--- config.mk ---
export PLATFORM = sky130hd
export DESIGN_NAME = uart_rx_frame_receiver
export DESIGN_NICKNAME = d
export VERILOG_FILES = /design/src/rtl/uart_rx_frame_receiver.sv
export SDC_FILE = /design/constraint.sdc
export NUM_CORES = 1
export LEC_CHECK = 0
export BUFFER_PORTS_ARGS = -buffer_cell sky130_fd_sc_hd__buf_4
export CORE_MARGIN = 2
export CORE_UTILIZATION = 62
export CTS_CLUSTER_DIAMETER = 50
export CTS_CLUSTER_SIZE = 12
export DETAILED_ROUTE_END_ITERATION = 8
export HOLD_SLACK_MARGIN = 0.05
export PLACE_DENSITY = 0.88
export SLEW_MARGIN = 10
export SYNTH_ARGS = -nofsm -noshare
export SYNTH_HDL_FRONTEND = slang
export SYNTH_SLANG_ARGS = --single-unit
--- constraint.sdc ---
create_clock -name CLK -period 6.1 [get_ports CLK]
set_input_delay 0.305 -clock CLK [delete_from_list [all_inputs] [get_ports CLK]]
set_output_delay 0.305 -clock CLK [all_outputs]
set_load 0.05 [all_outputs]
--- src/rtl/uart_rx_frame_receiver.sv ---
// uart_rx_frame_receiver
// Oversampling UART receiver. Synchronizes the asynchronous serial line,
// detects the falling edge of a start bit, majority-votes three centre
// samples per bit, reassembles a DATA_WIDTH-bit word LSB-first, checks an
// optional parity bit and the stop bit, and reports the result as
// one-cycle strobes.
//
// Ports:
//   CLK        system clock
//   RST        asynchronous, active-high reset
//   RX_IN      serial line (asynchronous to CLK, idles high)
//   PAR_EN     1 = frame carries a parity bit (latched at start detection)
//   PAR_TYP    0 = even, 1 = odd parity (latched at start detection)
//   P_DATA     last correctly received word, updated only with DATA_VALID
//   DATA_VALID one-cycle strobe, P_DATA updated this cycle
//   PAR_ERR    one-cycle strobe, parity mismatch
//   STP_ERR    one-cycle strobe, stop bit sampled 0
module uart_rx_frame_receiver #(
  parameter int DATA_WIDTH = 8,
  parameter int OVERSAMPLE = 8
) (
  input  logic                  CLK,
  input  logic                  RST,
  input  logic                  RX_IN,
  input  logic                  PAR_EN,
  input  logic                  PAR_TYP,
  output logic [DATA_WIDTH-1:0] P_DATA,
  output logic                  DATA_VALID,
  output logic                  PAR_ERR,
  output logic                  STP_ERR
);

  localparam int EW = $clog2(OVERSAMPLE);
  localparam int BW = (DATA_WIDTH > 1) ? $clog2(DATA_WIDTH) : 1;

  localparam logic [EW-1:0] EDGE_LAST = EW'(OVERSAMPLE - 1);
  localparam logic [EW-1:0] SAMP_A    = EW'(OVERSAMPLE / 2 - 1);
  localparam logic [EW-1:0] SAMP_B    = EW'(OVERSAMPLE / 2);
  localparam logic [EW-1:0] SAMP_C    = EW'(OVERSAMPLE / 2 + 1);
  localparam logic [BW-1:0] BIT_LAST  = BW'(DATA_WIDTH - 1);

  typedef enum logic [2:0] {
    IDLE   = 3'd0,
    START  = 3'd1,
    DATA   = 3'd2,
    PARITY = 3'd3,
    STOP   = 3'd4
  } state_t;

  // Two-of-three vote over the centre samples of a bit.
  function automatic logic majority3(input logic [2:0] v);
    return (v[0] & v[1]) | (v[0] & v[2]) | (v[1] & v[2]);
  endfunction

  // Expected parity bit for a word: even -> XOR of data, odd -> inverted XOR.
  function automatic logic calc_parity(input logic [DATA_WIDTH-1:0] d, input logic odd);
    return (^d) ^ odd;
  endfunction

  state_t                state_r, state_nx;
  logic                  sync1_r, rx_s_r, rx_prev_r;
  logic [EW-1:0]         edge_cnt_r;
  logic [BW-1:0]         bit_cnt_r;
  logic [2:0]            samp_r;
  logic [DATA_WIDTH-1:0] shift_r;
  logic                  par_en_r, par_typ_r, par_mism_r;

  logic start_det_s, bit_end_s, bit_val_s;
  logic start_end_s, data_end_s, par_end_s, stop_end_s;

  // Two-flop synchronizer for RX_IN plus a one-cycle history for edge detection.
  always_ff @(posedge CLK or posedge RST) begin
    if (RST) begin
      sync1_r   <= 1'b1;
      rx_s_r    <= 1'b1;
      rx_prev_r <= 1'b1;
    end else begin
      sync1_r   <= RX_IN;
      rx_s_r    <= sync1_r;
      rx_prev_r <= rx_s_r;
    end
  end

  // FSM state register.
  always_ff @(posedge CLK or posedge RST) begin
    if (RST) begin
      state_r <= IDLE;
    end else begin
      state_r <= state_nx;
    end
  end

  // Next-state logic and per-bit event decode.
  always_comb begin
    start_det_s = (~rx_s_r) & rx_prev_r;
    bit_end_s   = (edge_cnt_r == EDGE_LAST);
    bit_val_s   = majority3(samp_r);
    start_end_s = 1'b0;
    data_end_s  = 1'b0;
    par_end_s   = 1'b0;
    stop_end_s  = 1'b0;
    state_nx    = state_r;
    case (state_r)
      IDLE: begin
        if (start_det_s) state_nx = START;
        else             state_nx = IDLE;
      end
      START: begin
        start_end_s = bit_end_s;
        if (bit_end_s) begin
          // A start bit that votes high was a glitch: drop it silently.
          if (bit_val_s) state_nx = IDLE;
          else           state_nx = DATA;
        end else begin
          state_nx = START;
        end
      end
      DATA: begin
        data_end_s = bit_end_s;
        if (bit_end_s && (bit_cnt_r == BIT_LAST)) begin
          if (par_en_r) state_nx = PARITY;
          else          state_nx = STOP;
        end else begin
          state_nx = DATA;
        end
      end
      PARITY: begin
        par_end_s = bit_end_s;
        if (bit_end_s) state_nx = STOP;
        else           state_nx = PARITY;
      end
      STOP: begin
        stop_end_s = bit_end_s;
        if (bit_end_s) state_nx = IDLE;
        else           state_nx = STOP;
      end
      default: begin
        state_nx = IDLE;
      end
    endcase
  end

  // Counters, sample capture, word assembly and registered result strobes.
  always_ff @(posedge CLK or posedge RST) begin
    if (RST) begin
      edge_cnt_r <= {EW{1'b0}};
      bit_cnt_r  <= {BW{1'b0}};
      samp_r     <= 3'b000;
      shift_r    <= {DATA_WIDTH{1'b0}};
      par_en_r   <= 1'b0;
      par_typ_r  <= 1'b0;
      par_mism_r <= 1'b0;
      P_DATA     <= {DATA_WIDTH{1'b0}};
      DATA_VALID <= 1'b0;
      PAR_ERR    <= 1'b0;
      STP_ERR    <= 1'b0;
    end else begin
      DATA_VALID <= 1'b0;
      PAR_ERR    <= 1'b0;
      STP_ERR    <= 1'b0;

      // Centre samples; edge_cnt stays 0 in IDLE so these never fire there.
      if (edge_cnt_r == SAMP_A) samp_r[0] <= rx_s_r;
      if (edge_cnt_r == SAMP_B) samp_r[1] <= rx_s_r;
      if (edge_cnt_r == SAMP_C) samp_r[2] <= rx_s_r;

      case (state_r)
        IDLE: begin
          if (start_det_s) begin
            // The detecting cycle is edge 0 of the start bit.
            edge_cnt_r <= EW'(1);
            par_en_r   <= PAR_EN;
            par_typ_r  <= PAR_TYP;
            par_mism_r <= 1'b0;
          end else begin
            edge_cnt_r <= {EW{1'b0}};
          end
        end
        START, DATA, PARITY, STOP: begin
          if (bit_end_s) edge_cnt_r <= {EW{1'b0}};
          else           edge_cnt_r <= edge_cnt_r + EW'(1);
        end
        default: begin
          edge_cnt_r <= {EW{1'b0}};
        end
      endcase

      if (start_end_s) bit_cnt_r <= {BW{1'b0}};

      if (data_end_s) begin
        shift_r[bit_cnt_r] <= bit_val_s;
        if (bit_cnt_r == BIT_LAST) bit_cnt_r <= {BW{1'b0}};
        else                       bit_cnt_r <= bit_cnt_r + BW'(1);
      end

      if (par_end_s) par_mism_r <= (calc_parity(shift_r, par_typ_r) != bit_val_s);

      if (stop_end_s) begin
        if (bit_val_s && !par_mism_r) begin
          P_DATA     <= shift_r;
          DATA_VALID <= 1'b1;
        end
        PAR_ERR <= par_mism_r;
        STP_ERR <= ~bit_val_s;
      end
    end
  end

endmodule
### Word-level counts from Yosys, hierarchy flattened

Cells that the tools add are included.

| storage, ports and cells | value |
|---|---|
| bits in writable memories | 0 |
| output and inout port bits | 11 |
| ROM bits | 0 |
| bits in registers | 37 |
| input bits | 5 |
| latch bits | 0 |
| memories kept | 0 |
| logic and storage cells | 80 |

| operators by class | value |
|---|---|
| eq/ne operators | 10 |
| bitwise logic cells | 9 |
| mux-type cells | 27 |
| multipliers | 0 |
| div/mod/pow operators | 0 |
| add/sub/neg operators | 2 |
| shift-type cells | 0 |
| magnitude comparators | 2 |
| reductions and logical operators | 13 |

Operators by type and width:

| cell | count |
|---|---|
| $mux 3 | 9 |
| $eq 3x3->1 const B | 5 |
| $pmux 3 s5 | 1 |
| $mux 1 | 13 |
| $eq 3x2->1 const B | 3 |
| $bwmux 8 | 1 |
| $reduce_xor 8->1 | 1 |
| $add 3x1->3 const B | 2 |
| $pmux 3 s2 | 1 |
| $reduce_and 2->1 | 3 |
| $reduce_bool 2->1 | 3 |
| $and 1x1->1 | 4 |
| $lt 3x4->1 const B | 1 |
| $reduce_or 4->1 | 1 |
| $demux 1 s3 | 1 |
| $eq 3x1->1 const B | 1 |
| $ge 3x1->1 const B | 1 |
| $logic_and 1x1->1 | 3 |
| $logic_not 3->1 | 1 |
| $mux 2 | 1 |
| $not 1->1 | 2 |
| $or 1x1->1 | 2 |
| $logic_not 1->1 | 1 |
| $ne 1x1->1 | 1 |
| $xor 1x1->1 | 1 |

### Longest topological paths before layout

Gate-level depths: netlist of run 1.

| logic depth | value |
|---|---|
| depth after elaboration | 6 |
| gate-level depth with buffers | 6 |
| depth with buffers taken out | 6 |

### Worst setup path before layout of run 1

OpenSTA, ideal clock, no wires.

| timing | value |
|---|---|
| kind | register to register |
| start point | register edge_cnt_r[0] |
| end point | register shift_r[4] |
| required time | 5.975 ns |
| path slack | 4.102 ns |
| arrival | 1.874 ns |
| library setup time | 0.125 ns |
| buffers on the path | 0 |
| stages on the path, launching flop included | 7 |
| clock period less this slack | 1.998 ns |
| cell sequence | dfrtp_1 ha_1 ha_1 nand2_2 or4_4 nor3b_2 mux2_2 |

| on the way | value |
|---|---|
| word-level cells in the longest chain between the ends | 2 |

RTL lines:

| item | line | text |
|---|---|---|
| start, declared | 62 | `logic [EW-1:0] edge_cnt_r;` |
| start signal, assigned | 146 | `edge_cnt_r <= {EW{1'b0}};` |
| start signal, assigned | 176 | `edge_cnt_r <= {EW{1'b0}};` |
| start signal, assigned | 180 | `if (bit_end_s) edge_cnt_r <= {EW{1'b0}};` |
| $eq 3x3->1 | 96 | `bit_end_s = (edge_cnt_r == EDGE_LAST);` |
| $mux 1 | 103 | `case (state_r)` |
| end signal, assigned | 149 | `shift_r <= {DATA_WIDTH{1'b0}};` |
| end signal, assigned by index | 191 | `shift_r[bit_cnt_r] <= bit_val_s;` |
| end, declared | 65 | `logic [DATA_WIDTH-1:0] shift_r;` |

Every way passes these cells.
A chain may end at the register's enable or synchronous reset.

### Worst setup path after layout of run 1

Ends and elaborated chain as after synthesis.

==> results of run 1 <==
## cell families after synthesis
family,Yosys count
xor gates and xnor gates,9
adders and majority gates,8
and+or+nand+nor,47
DFF,37
muxes,19
buffers and inverters,15
AOI/OAI and AO/OA,15
## how the worst max path moves through the flow
stage | startpoint | to | cells after the start
finish | edge_cnt_r[0] | shift_r[4] | 6
global route | edge_cnt_r[0] | shift_r[4] | 6
CTS | edge_cnt_r[0] | shift_r[4] | 6
detailed placement | edge_cnt_r[0] | shift_r[4] | 6
global placement | edge_cnt_r[0] | shift_r[4] | 6
floorplan | edge_cnt_r[0] | shift_r[4] | 6
## sequential cells by signal, summed over array words and instances, names as in the netlist, 3 cells and up
| signal | cells |
|---|---|
| samp_r | 3 |
| edge_cnt_r | 3 |
| P_DATA | 8 |
| state_r | 3 |
| shift_r | 8 |
| bit_cnt_r | 3 |
## final cells by class
class / count / area [µm²]
clock buffers: 7 / 55.1
clock inverters: 1 / 30.0
fillers: 190 / 748
inverters: 10 / 37.5
multi-input cells: 98 / 741
flip-flops and latches: 37 / 930
well taps: 31 / 38.8
repair buffers: 17 / 130
## synthesized netlist by cell type
cell	instances
sky130_fd_sc_hd__and3_1	2
sky130_fd_sc_hd__maj3_1	1
sky130_fd_sc_hd__nor3b_2	2
sky130_fd_sc_hd__dfrtp_1	34
sky130_fd_sc_hd__nor4_1	1
sky130_fd_sc_hd__clkbuf_1	5
sky130_fd_sc_hd__mux2_2	19
sky130_fd_sc_hd__o21ai_0	7
sky130_fd_sc_hd__nor2b_1	1
sky130_fd_sc_hd__dfstp_2	3
sky130_fd_sc_hd__nand3b_1	2
sky130_fd_sc_hd__a21oi_1	5
sky130_fd_sc_hd__nand2_1	17
sky130_fd_sc_hd__ha_1	7
sky130_fd_sc_hd__inv_1	10
sky130_fd_sc_hd__xor2_1	2
sky130_fd_sc_hd__o31ai_1	2
sky130_fd_sc_hd__nand2_2	1
sky130_fd_sc_hd__or4_4	1
sky130_fd_sc_hd__nor4b_2	1
sky130_fd_sc_hd__nor2_1	9
sky130_fd_sc_hd__nand3_1	5
sky130_fd_sc_hd__nand2b_1	1
sky130_fd_sc_hd__xnor3_1	1
sky130_fd_sc_hd__nor3_1	3
sky130_fd_sc_hd__o32ai_1	1
sky130_fd_sc_hd__xnor2_1	6
sky130_fd_sc_hd__nand3b_2	1
## per-stage QoR
step | total power (W) | cells | cell area, µm²
2_1_floorplan | 0.000482 | 150 | 1730
3_3_place_gp | 0.000507 | 192 | 1870
3_5_place_dp | 0.000526 | 192 | 1870
4_1_cts | 0.000702 | 201 | 1960
5_1_grt | 0.000745 | 201 | 1960
6_report | 0.000698 | 201 | 1960
## report_power, final
group | internal [W] | switching, W | leakage (nW)
logic | 0.0000800 | 0.0000980 | 0.422
clock network | 0.0000979 | 0.0000777 | 0.0455
registers | 0.000291 | 0.0000530 | 0.483
## timing repair
action / CTS / global route
endpoints found under the hold margin: 1 / 0
resized for setup: 0 / 0
hold buffers: 1 / 0
## metal layers
| metal | vias to the layer above | wire [µm] |
|---|---|---|
| met5 | - | 0 |
| li1 | 539 | - |
| met1 | 568 | 1220 |
| met2 | 24 | 1510 |
| met4 | 0 | 46 |
| met3 | 6 | 106 |
## worst max-delay path: stages (launching register included)
cell and delay (ns):
sky130_fd_sc_hd__dfrtp_1 0.41, sky130_fd_sc_hd__ha_1 0.20, sky130_fd_sc_hd__ha_1 0.31, sky130_fd_sc_hd__nand2_2 0.12
sky130_fd_sc_hd__or4_4 0.47, sky130_fd_sc_hd__nor3b_2 0.20, sky130_fd_sc_hd__mux2_2 0.34
==> results by group, run 1 <==
STA
  – Final setup slack of the worst path: 3.94 ns
  – Period utilisation layout: 0.355
  – Setup_tns: 0 ns
  – Hold Violations, Final: 0
  – Setup repair after global routing missed its margin: no
  – Worst-Margin Slew: 0.451 ns
  – Fin crit period: 2.16 ns
  – Highest clock rate: 462 MHz
  – Worst hold margin: 0.0626 ns
  – Slew margin rel.: 0.700
  – Post-route clock skew: 0.00993 ns
  – Setup violators final: 0
  – Number of slew-limit violations in the final report: 0

Critical path
  – Maximum fanout along the worst path: 8
  – Worst-case register-to-register setup slack: around 3.9 ns
  – Critical path arrival: 2.40 ns
  – Required time of the critical path: 6.34 ns
  – Critical Path Source Type: register
  – Capturing element type of the critical path: register
  – Reg-to-reg critical path startpoint: edge_cnt_r[0]
  – Type of the worst setup path: reg2reg
  – Number of cells on the worst reg-to-reg path: 6
  – Worst reg2reg path endpoint: shift_r[4]

Detailed routing
  – Vias per cell: 5.66
  – Final routed wirelength across all metal layers: 2880 µm
  – Routed length per instance: about 14 µm
  – TritonRoute pass-1 iters: 4
  – Detailed Route Iter0 Violations: 31
  – Remaining antenna violation count after routing: 0
  – Total vias in the final route: 1,137
  – DRC errors left: 0

Clock tree
  – Clk buf depth: 2
  – Clock buffer count from CTS: 5
  – Clock sink total: 37
  – Clock root buffer master: sky130_fd_sc_hd__clkbuf_4
  – Clock slew at reported path FFs: 0.11 ns
  – Number of levels in the clock H-tree: 2
  – Setup bufs post-CTS: 0
  – Clock latency on the worst-skew pair: 0.34 ns
  – Clock tree from TritonCTS: built

Worst hold path
  – Worst min-delay path class: in2async

Synth
  – Fraction of the mapped netlist area in simple logic gates: 0.146
  – Fraction of synthesized cell area in xor and xnor cells: 0.0536
  – Largest cells by area after synthesis: sky130_fd_sc_hd__dfrtp_1, sky130_fd_sc_hd__mux2_2, sky130_fd_sc_hd__ha_1
  – Mapped Nets: about 160
  – Share of the yosys chip area belonging to registers: 0.538
  – Proportion of netlist area held by the largest area contributor: 0.493
  – Number of instances in the synthesized netlist: 150
  – Leading area contributor after synthesis: sky130_fd_sc_hd__dfrtp_1
  – Complex-gate fraction of the synthesized area: 0.0486
  – Largest family of logic cells by synthesized area: simple AND/OR/NAND/NOR gates
  – Area share of fa/ha/maj cells after synthesis: 0.0565
  – Area of the mapped netlist: approximately 1700 µm²
  – Proportion of synthesized area in mux cells: 0.124
  – Distinct cells, synth: 28
  – Flip-flop and latch count after synthesis: 37
  – Number of warnings reported in the yosys synthesis log: 0
  – Average size of a mapped cell: about 12 µm²

Power
  – Reported leakage power: 0.950 nW
  – PD cells: 356 nW/µm²
  – Peak VDD IR: around 0.28 mV

Final layout
  – Leading cell type in the layout, fill and taps excluded: sky130_fd_sc_hd__dfrtp_1
  – Number of nets in the layout: 181
  – Commonest cells after routing, fill and taps aside: sky130_fd_sc_hd__dfrtp_1, sky130_fd_sc_hd__mux2_2, sky130_fd_sc_hd__nand2_1
  – Layout area overhead: 13.6%
  – Final core area utilization: 0.724
  – Number of inserted diodes: 0
  – Ratio of cells with drive above 1 in the final layout: 0.300

Die
  – Initial core utilization: 0.637
  – Die width: 56.8 µm
  – Count of boundary I/O pins: 16
  – Cell row count: 19
  – Vertical die dimension: 56.8 µm
  – Placeable core region: ~2700 µm²
  – Die area: 3220 µm²

Outcome
  – Status: finished, final reports clean

Global route
  – Sum of overflow across all layers after global routing: 0
  – Peak-usage layer in the global routing report: met2
  – Met2 usage: 0.367
  – Pin count of the biggest net entering global routing: 38
  – Via count of the first global-routing pass: 1,185
  – Wire length of the first global-routing pass: between 5000 and 6000 µm
  – Met3 track utilization from global routing: 0.0645
  – Number of antenna violations at the first check in global routing: 0
  – M1 GR Usage: 0.240
  – Global-route total usage across every layer: 0.210

Placement
  – Placer Congestion: 0.805
  – HPWL after detailed placement: 2060 µm
  – Pre-CTS setup slack: roughly 4 ns
  – Count of port buffers added during placement: 15

Job
  – Max-capacitance violation count: 0
No activity file was read; power rests on OpenSTA's default activity.
==> run 2: changes to the inputs <==
--- a/config.mk
+++ b/config.mk
@@ -7,12 +7,12 @@
 export LEC_CHECK = 0
 export BUFFER_PORTS_ARGS = -buffer_cell sky130_fd_sc_hd__buf_4
 export CORE_MARGIN = 2
-export CORE_UTILIZATION = 62
+export CORE_UTILIZATION = 57
 export CTS_CLUSTER_DIAMETER = 50
 export CTS_CLUSTER_SIZE = 12
 export DETAILED_ROUTE_END_ITERATION = 8
 export HOLD_SLACK_MARGIN = 0.05
-export PLACE_DENSITY = 0.88
+export PLACE_DENSITY = 0.82
 export SLEW_MARGIN = 10
 export SYNTH_ARGS = -nofsm -noshare
 export SYNTH_HDL_FRONTEND = slang
==> constraint.sdc (replaced) <==
create_clock -name CLK -period 2.1 [get_ports CLK]
set_input_delay 0.105 -clock CLK [delete_from_list [all_inputs] [get_ports CLK]]
set_output_delay 0.105 -clock CLK [all_outputs]
set_load 0.05 [all_outputs]
==> run 2 against run 1 <==
  * Clock skew decreased by 0.0017 ns
  * Critical path type unchanged
  * Highest routed layer unchanged
  * Non-clock buffer count grew 5
  * Hold slack better by 0.30 ns
  * Register-to-register slack worse by 3.8 ns
  * Critical path depth stayed put
  * Setup slack got worse by 3.8 ns
  * First-iteration DRC count is 9.7% lower
  * Via count fell by 0.44%
==> results by group, run 2 (same netlist as run 1, synthesis figures left out) <==
Die
  – Die width: 59.0 µm
  – Cell row count: 19
  – Vertical die dimension: 59.0 µm
  – Count of boundary I/O pins: 16
  – Placeable core region: approximately 2800 µm²
  – Die area: 3490 µm²
  – Initial core utilization: 0.610

Clock tree
  – Clock root buffer master: sky130_fd_sc_hd__clkbuf_4
  – Number of levels in the clock H-tree: 2
  – Clock sink total: 37
  – Clock buffer count from CTS: 5
  – Clock tree from TritonCTS: built
  – Clk buf depth: 2
  – Clock latency on the worst-skew pair: 0.34 ns
  – Clock slew at reported path FFs: 0.09 ns

Final layout
  – Number of nets in the layout: 186
  – Ratio of cells with drive above 1 in the final layout: 0.305
  – Layout area overhead: 14.8%
  – Number of inserted diodes: 0
  – Commonest cells after routing, fill and taps aside: sky130_fd_sc_hd__dfrtp_1, sky130_fd_sc_hd__mux2_2, sky130_fd_sc_hd__buf_4
  – Number of inserted filler cells in the final layout: 199
  – Leading cell type in the layout, fill and taps excluded: sky130_fd_sc_hd__dfrtp_1
  – Number of standard cells in the final layout excluding fillers: 205
  – Top flop regs: P_DATA (8), shift_r (8)
  – Final non-filler cell area: 1980 µm²

Critical path
  – Critical path arrival: around 2.2 ns
  – Maximum fanout along the worst path: 4
  – Critical path, cell by cell: ha_1 > ha_1 > nand2_2 > or4_4 > nor3b_2 > mux2_2
  – Most frequent CP cell: sky130_fd_sc_hd__ha_1
  – Reg-to-reg critical path startpoint: edge_cnt_r[0]
  – Family with the most delay on the worst path: simple AND/OR/NAND/NOR gates
  – Slowest cell on the critical path: sky130_fd_sc_hd__or4_4
  – Capturing element type of the critical path: register
  – Critical Path Source Type: register
  – Worst-case register-to-register setup slack: between 0.1 and 0.15 ns
  – Buffering stage count on the worst path with inverters included: 0
  – Delay of the slowest cell on the worst path: 0.47 ns
  – Worst Setup SP: edge_cnt_r[0]
  – Required time of the critical path: 2.33 ns
  – Type of the worst setup path: reg2reg

Global route
  – Pin count of the biggest net entering global routing: 38
  – Via count of the first global-routing pass: between 1,000 and 1,500
  – Peak-usage layer in the global routing report: met2
  – Global-route total usage across every layer: 0.188
  – Wire length of the first global-routing pass: roughly 4800 µm
  – Met2 usage: 0.327
  – Sum of overflow across all layers after global routing: 0
  – Number of antenna violations at the first check in global routing: 0
  – Met3 track utilization from global routing: 0.0633
  – M1 GR Usage: 0.204

Worst hold path
  – HP Start: sync1_r
  – Worst min-delay path class: reg2reg

STA
  – Post-route clock skew: 0.00822 ns
  – Period utilisation layout: 0.946
  – Slew margin rel.: 0.698
  – Highest clock rate: 503 MHz
  – Setup repair after global routing missed its margin: no
  – Worst-Margin Slew: 0.452 ns
  – Fin crit period: 1.99 ns
  – Hold Violations, Final: 0
  – Number of slew-limit violations in the final report: 0
  – Setup_tns: 0 ns
  – Setup violators final: 0

Placement
  – HPWL after detailed placement: 2060 µm
  – Number of cells in the design after placement: 194
  – Placer Congestion: just under 0.8
  – Count of port buffers added during placement: 15
  – Placed instance area: 1880 µm²

Detailed routing
  – DRC errors left: 0
  – Routed length per instance: 13.6 µm
  – Remaining antenna violation count after routing: 0
  – Total vias in the final route: 1,132
  – Final routed wirelength across all metal layers: 2790 µm
  – TritonRoute pass-1 iters: 4
  – Vias per cell: 5.52
  – Detailed Route Iter0 Violations: 28

Job
  – Max-capacitance violation count: 0

Power
  – PD cells: 957 nW/µm²
  – Reported leakage power: 0.963 nW
  – Peak VDD IR: 0.685 mV

Outcome
  – Status: finished, final reports clean
[run 2: metal layers]
metal / vias to the layer above / part of all wire
met4: 0 / 0.028
met3: 8 / 0.040
li1: 558 / -
met1: 544 / 0.42
met2: 22 / 0.51
met5: - / 0
[run 2: cell type report]
cell class	count	area (µm²)	share of cell area
inverter	10	37.5	0.0189
timing repair buffer	22	175	0.0884
multi-input combinational	98	746	0.376
clock buffer	7	55.1	0.0278
tap	31	38.8	0.0196
sequential	37	930	0.469
[run 2: path summary, 6_finish.rpt]
path | to | depth (start not counted)
worst max-delay path | shift_r[4] | 6
worst min-delay path | rx_s_r | 0
worst max register to register | shift_r[4] | 6
worst min register to register | rx_s_r | 0
max in group asynchronous | sync1_r | 4
min in group asynchronous | P_DATA[2] | 4
[run 2: stage by stage]
| step | setup WS [ns] | power (W) | hold WS, ns | util |
|---|---|---|---|---|
| floorplan | 0.102 | 0.00140 | 0.109 | - |
| global placement | 0.181 | 0.00150 | 0.214 | 0.665 |
| detailed placement | 0.121 | 0.00154 | 0.215 | 0.665 |
| CTS | 0.106 | 0.00192 | 0.364 | 0.699 |
| global route | 0.0103 | 0.00205 | 0.366 | 0.701 |
| finish | 0.114 | 0.00190 | 0.362 | 0.701 |
[run 2: repair_timing]
item / 4_1_cts / 5_1_grt
hold buffers: 4 / 0
setup endpoints to repair: 0 / 1
setup buffers: 0 / 0
resized for setup: 0 / 1
endpoints found under the hold margin: 37 / 0
[run 2: power by group]
part / leakage, nW / switching [W] / internal, W / total [W]
Sequential: 0.483 / 0.000150 / 0.000847 / 0.000996
Combinational: 0.449 / 0.000283 / 0.000248 / 0.000532
Clock: 0.0314 / 0.000211 / 0.000158 / 0.000369
Total: 0.963 / 0.000644 / 0.00125 / 0.00190
==> run 3: changes to the inputs <==
--- a/config.mk
+++ b/config.mk
@@ -5,7 +5,7 @@
 export SDC_FILE = /design/constraint.sdc
 export NUM_CORES = 1
 export LEC_CHECK = 0
-export BUFFER_PORTS_ARGS = -buffer_cell sky130_fd_sc_hd__buf_4
+export BUFFER_PORTS_ARGS = -buffer_cell sky130_fd_sc_hd__buf_2
 export CORE_MARGIN = 2
 export CORE_UTILIZATION = 57
 export CTS_CLUSTER_DIAMETER = 50
==> run 3 against run 2 <==
  * Non-clock buffer count increased by 1
  * Clock skew increased by 0.0038 ns
  * Via count decreased by 0.35%
  * Global-route usage increased by 0.42 points
  * Sequential cell count unchanged
  * Power increased by 8.7%
  * Highest routed layer unchanged
==> results by group, run 3 (same netlist as run 1, synthesis figures left out) <==
Outcome
  – Status: finished, final reports clean

Clock tree
  – Number of levels in the clock H-tree: 2
  – Number of gates resized after cts: 0
  – Clock tree from TritonCTS: built
  – Clock sink total: 37
  – Clock latency on the worst-skew pair: 0.35 ns
  – Clock buffer count from CTS: 5
  – Clock slew at reported path FFs: 0.11 ns
  – Clk buf depth: 2
  – Clock root buffer master: sky130_fd_sc_hd__clkbuf_4

Global route
  – Wire length of the first global-routing pass: 4850 µm
  – Sum of overflow across all layers after global routing: 0
  – Number of antenna violations at the first check in global routing: 0
  – Via count of the first global-routing pass: 1,118
  – Global-route total usage across every layer: 0.193
  – Pin count of the biggest net entering global routing: 38

STA
  – Post-route clock skew: 0.0120 ns
  – Setup violators final: 0
  – Setup_tns: 0 ns
  – Setup repair after global routing missed its margin: no
  – Fin crit period: 1.95 ns
  – Slew margin rel.: 0.697
  – Period utilisation layout: 0.930
  – Number of slew-limit violations in the final report: 0
  – Highest clock rate: 512 MHz
  – Worst-Margin Slew: 0.455 ns
  – Hold Violations, Final: 0

Power
  – PD cells: 1040 nW/µm²
  – Peak VDD IR: 1.05 mV
  – Final Power: 0.00206 W
  – Reported leakage power: 0.976 nW

Final layout
  – Number of inserted diodes: 0
  – Leading cell type in the layout, fill and taps excluded: sky130_fd_sc_hd__dfrtp_1
  – Final non-filler cell area: ~2000 µm²
  – Number of nets in the layout: 187
  – Commonest cells after routing, fill and taps aside: sky130_fd_sc_hd__dfrtp_1, sky130_fd_sc_hd__mux2_2, sky130_fd_sc_hd__nand2_1
  – Layout area overhead: 14.5%
  – Number of standard cells in the final layout excluding fillers: 207
  – Number of inserted filler cells in the final layout: around 200
  – Top flop regs: P_DATA (8), shift_r (8)
  – Ratio of cells with drive above 1 in the final layout: 0.307

Critical path
  – Capturing element type of the critical path: register
  – Critical Path Source Type: register
  – Required time of the critical path: 2.35 ns
  – Maximum fanout along the worst path: 4
  – Type of the worst setup path: reg2reg
  – Critical path arrival: 2.20 ns

Detailed routing
  – Detailed Route Iter0 Violations: 37
  – TritonRoute pass-1 iters: 4
  – Vias per cell: 5.45
  – Total vias in the final route: approximately 1,100
  – Routed length per instance: roughly 14 µm
  – Remaining antenna violation count after routing: 0
  – Final routed wirelength across all metal layers: between 2000 and 3000 µm
  – DRC errors left: 0

Die
  – Vertical die dimension: 59.0 µm
  – Placeable core region: around 2800 µm²
  – Count of boundary I/O pins: 16
  – Cell row count: 19
  – Initial core utilization: 0.610
  – Die width: just under 60 µm
  – Die area: 3490 µm²

Placement
  – Number of cells in the design after placement: 194
  – HPWL after detailed placement: 2040 µm
  – Placed instance area: ~1800 µm²
  – Placer Congestion: 0.793
  – Count of port buffers added during placement: 15

Worst hold path
  – Worst min-delay path class: reg2reg

Job
  – Max-capacitance violation count: 0
## run 3: cell count changes in the layout (fill, tap and decap cells not counted)
| cell | delta |
|---|---|
| sky130_fd_sc_hd__buf_4 | -14 |
| sky130_fd_sc_hd__buf_2 | +15 |
| sky130_fd_sc_hd__bufinv_16 | +1 |
| sky130_fd_sc_hd__nor3_2 | -1 |
| sky130_fd_sc_hd__nor3_1 | +1 |
## run 3: path summary, 6_finish.rpt
kind	slack, ns	endpoint	depth (start not counted)	from
hold / removal	0.36	rx_s_r	0	sync1_r
min in group asynchronous	0.38	DATA_VALID	4	RST
max in group asynchronous	1.36	rx_prev_r	4	RST
hold reg to reg	0.36	rx_s_r	0	sync1_r
setup reg to reg	0.15	shift_r[4]	6	edge_cnt_r[1]
setup / recovery	0.15	shift_r[4]	6	edge_cnt_r[1]
## run 3: what timing repair did
action / in CTS / in global routing
endpoints found under the setup margin: 0 / 3
hold endpoints to repair: 37 / 0
hold buffers: 4 / 0
buffers inserted: 0 / 1
## run 3: through the flow
stage | util | setup WS (ns) | hold WS, ns
2_1_floorplan | - | 0.102 | 0.109
3_3_place_gp | 0.652 | 0.182 | 0.210
3_5_place_dp | 0.652 | 0.0659 | 0.214
4_1_cts | 0.696 | 0.0502 | 0.366
5_1_grt | 0.699 | 0.00251 | 0.372
6_report | 0.699 | 0.147 | 0.363
## run 3: power by group
group,switching [W],internal (W)
Combinational,0.000297,0.000257
Sequential,0.000150,0.000847
Clock,0.000226,0.000284
## run 3: area by class of cell
type / instances / area [µm²] / share of cell area
flip-flops and latches: 37 / 930 / 0.470
well taps: 31 / 38.8 / 0.0196
repair buffers: 23 / 145 / 0.0734
inverters: 10 / 37.5 / 0.0190
clock inverters: 1 / 30.0 / 0.0152
clock buffers: 7 / 55.1 / 0.0278
multi-input cells: 98 / 741 / 0.375
## run 3: critical path, cell delays in order (launching register included)
cell,delay [ns]
sky130_fd_sc_hd__dfrtp_1,0.37
sky130_fd_sc_hd__ha_1,0.18
sky130_fd_sc_hd__ha_1,0.18
sky130_fd_sc_hd__nand2_2,0.09
sky130_fd_sc_hd__or4_4,0.47
sky130_fd_sc_hd__nor3b_2,0.21
sky130_fd_sc_hd__mux2_2,0.35
## run 3: metal layers
layer  track usage  vias to the layer above  routed length [µm]
met2         0.352                       25                1440
met4        0.0779                        0                  55
met1         0.204                      535                1240
li1              -                      560                   -
met3        0.0590                        8                 125
met5             0                        -                   0
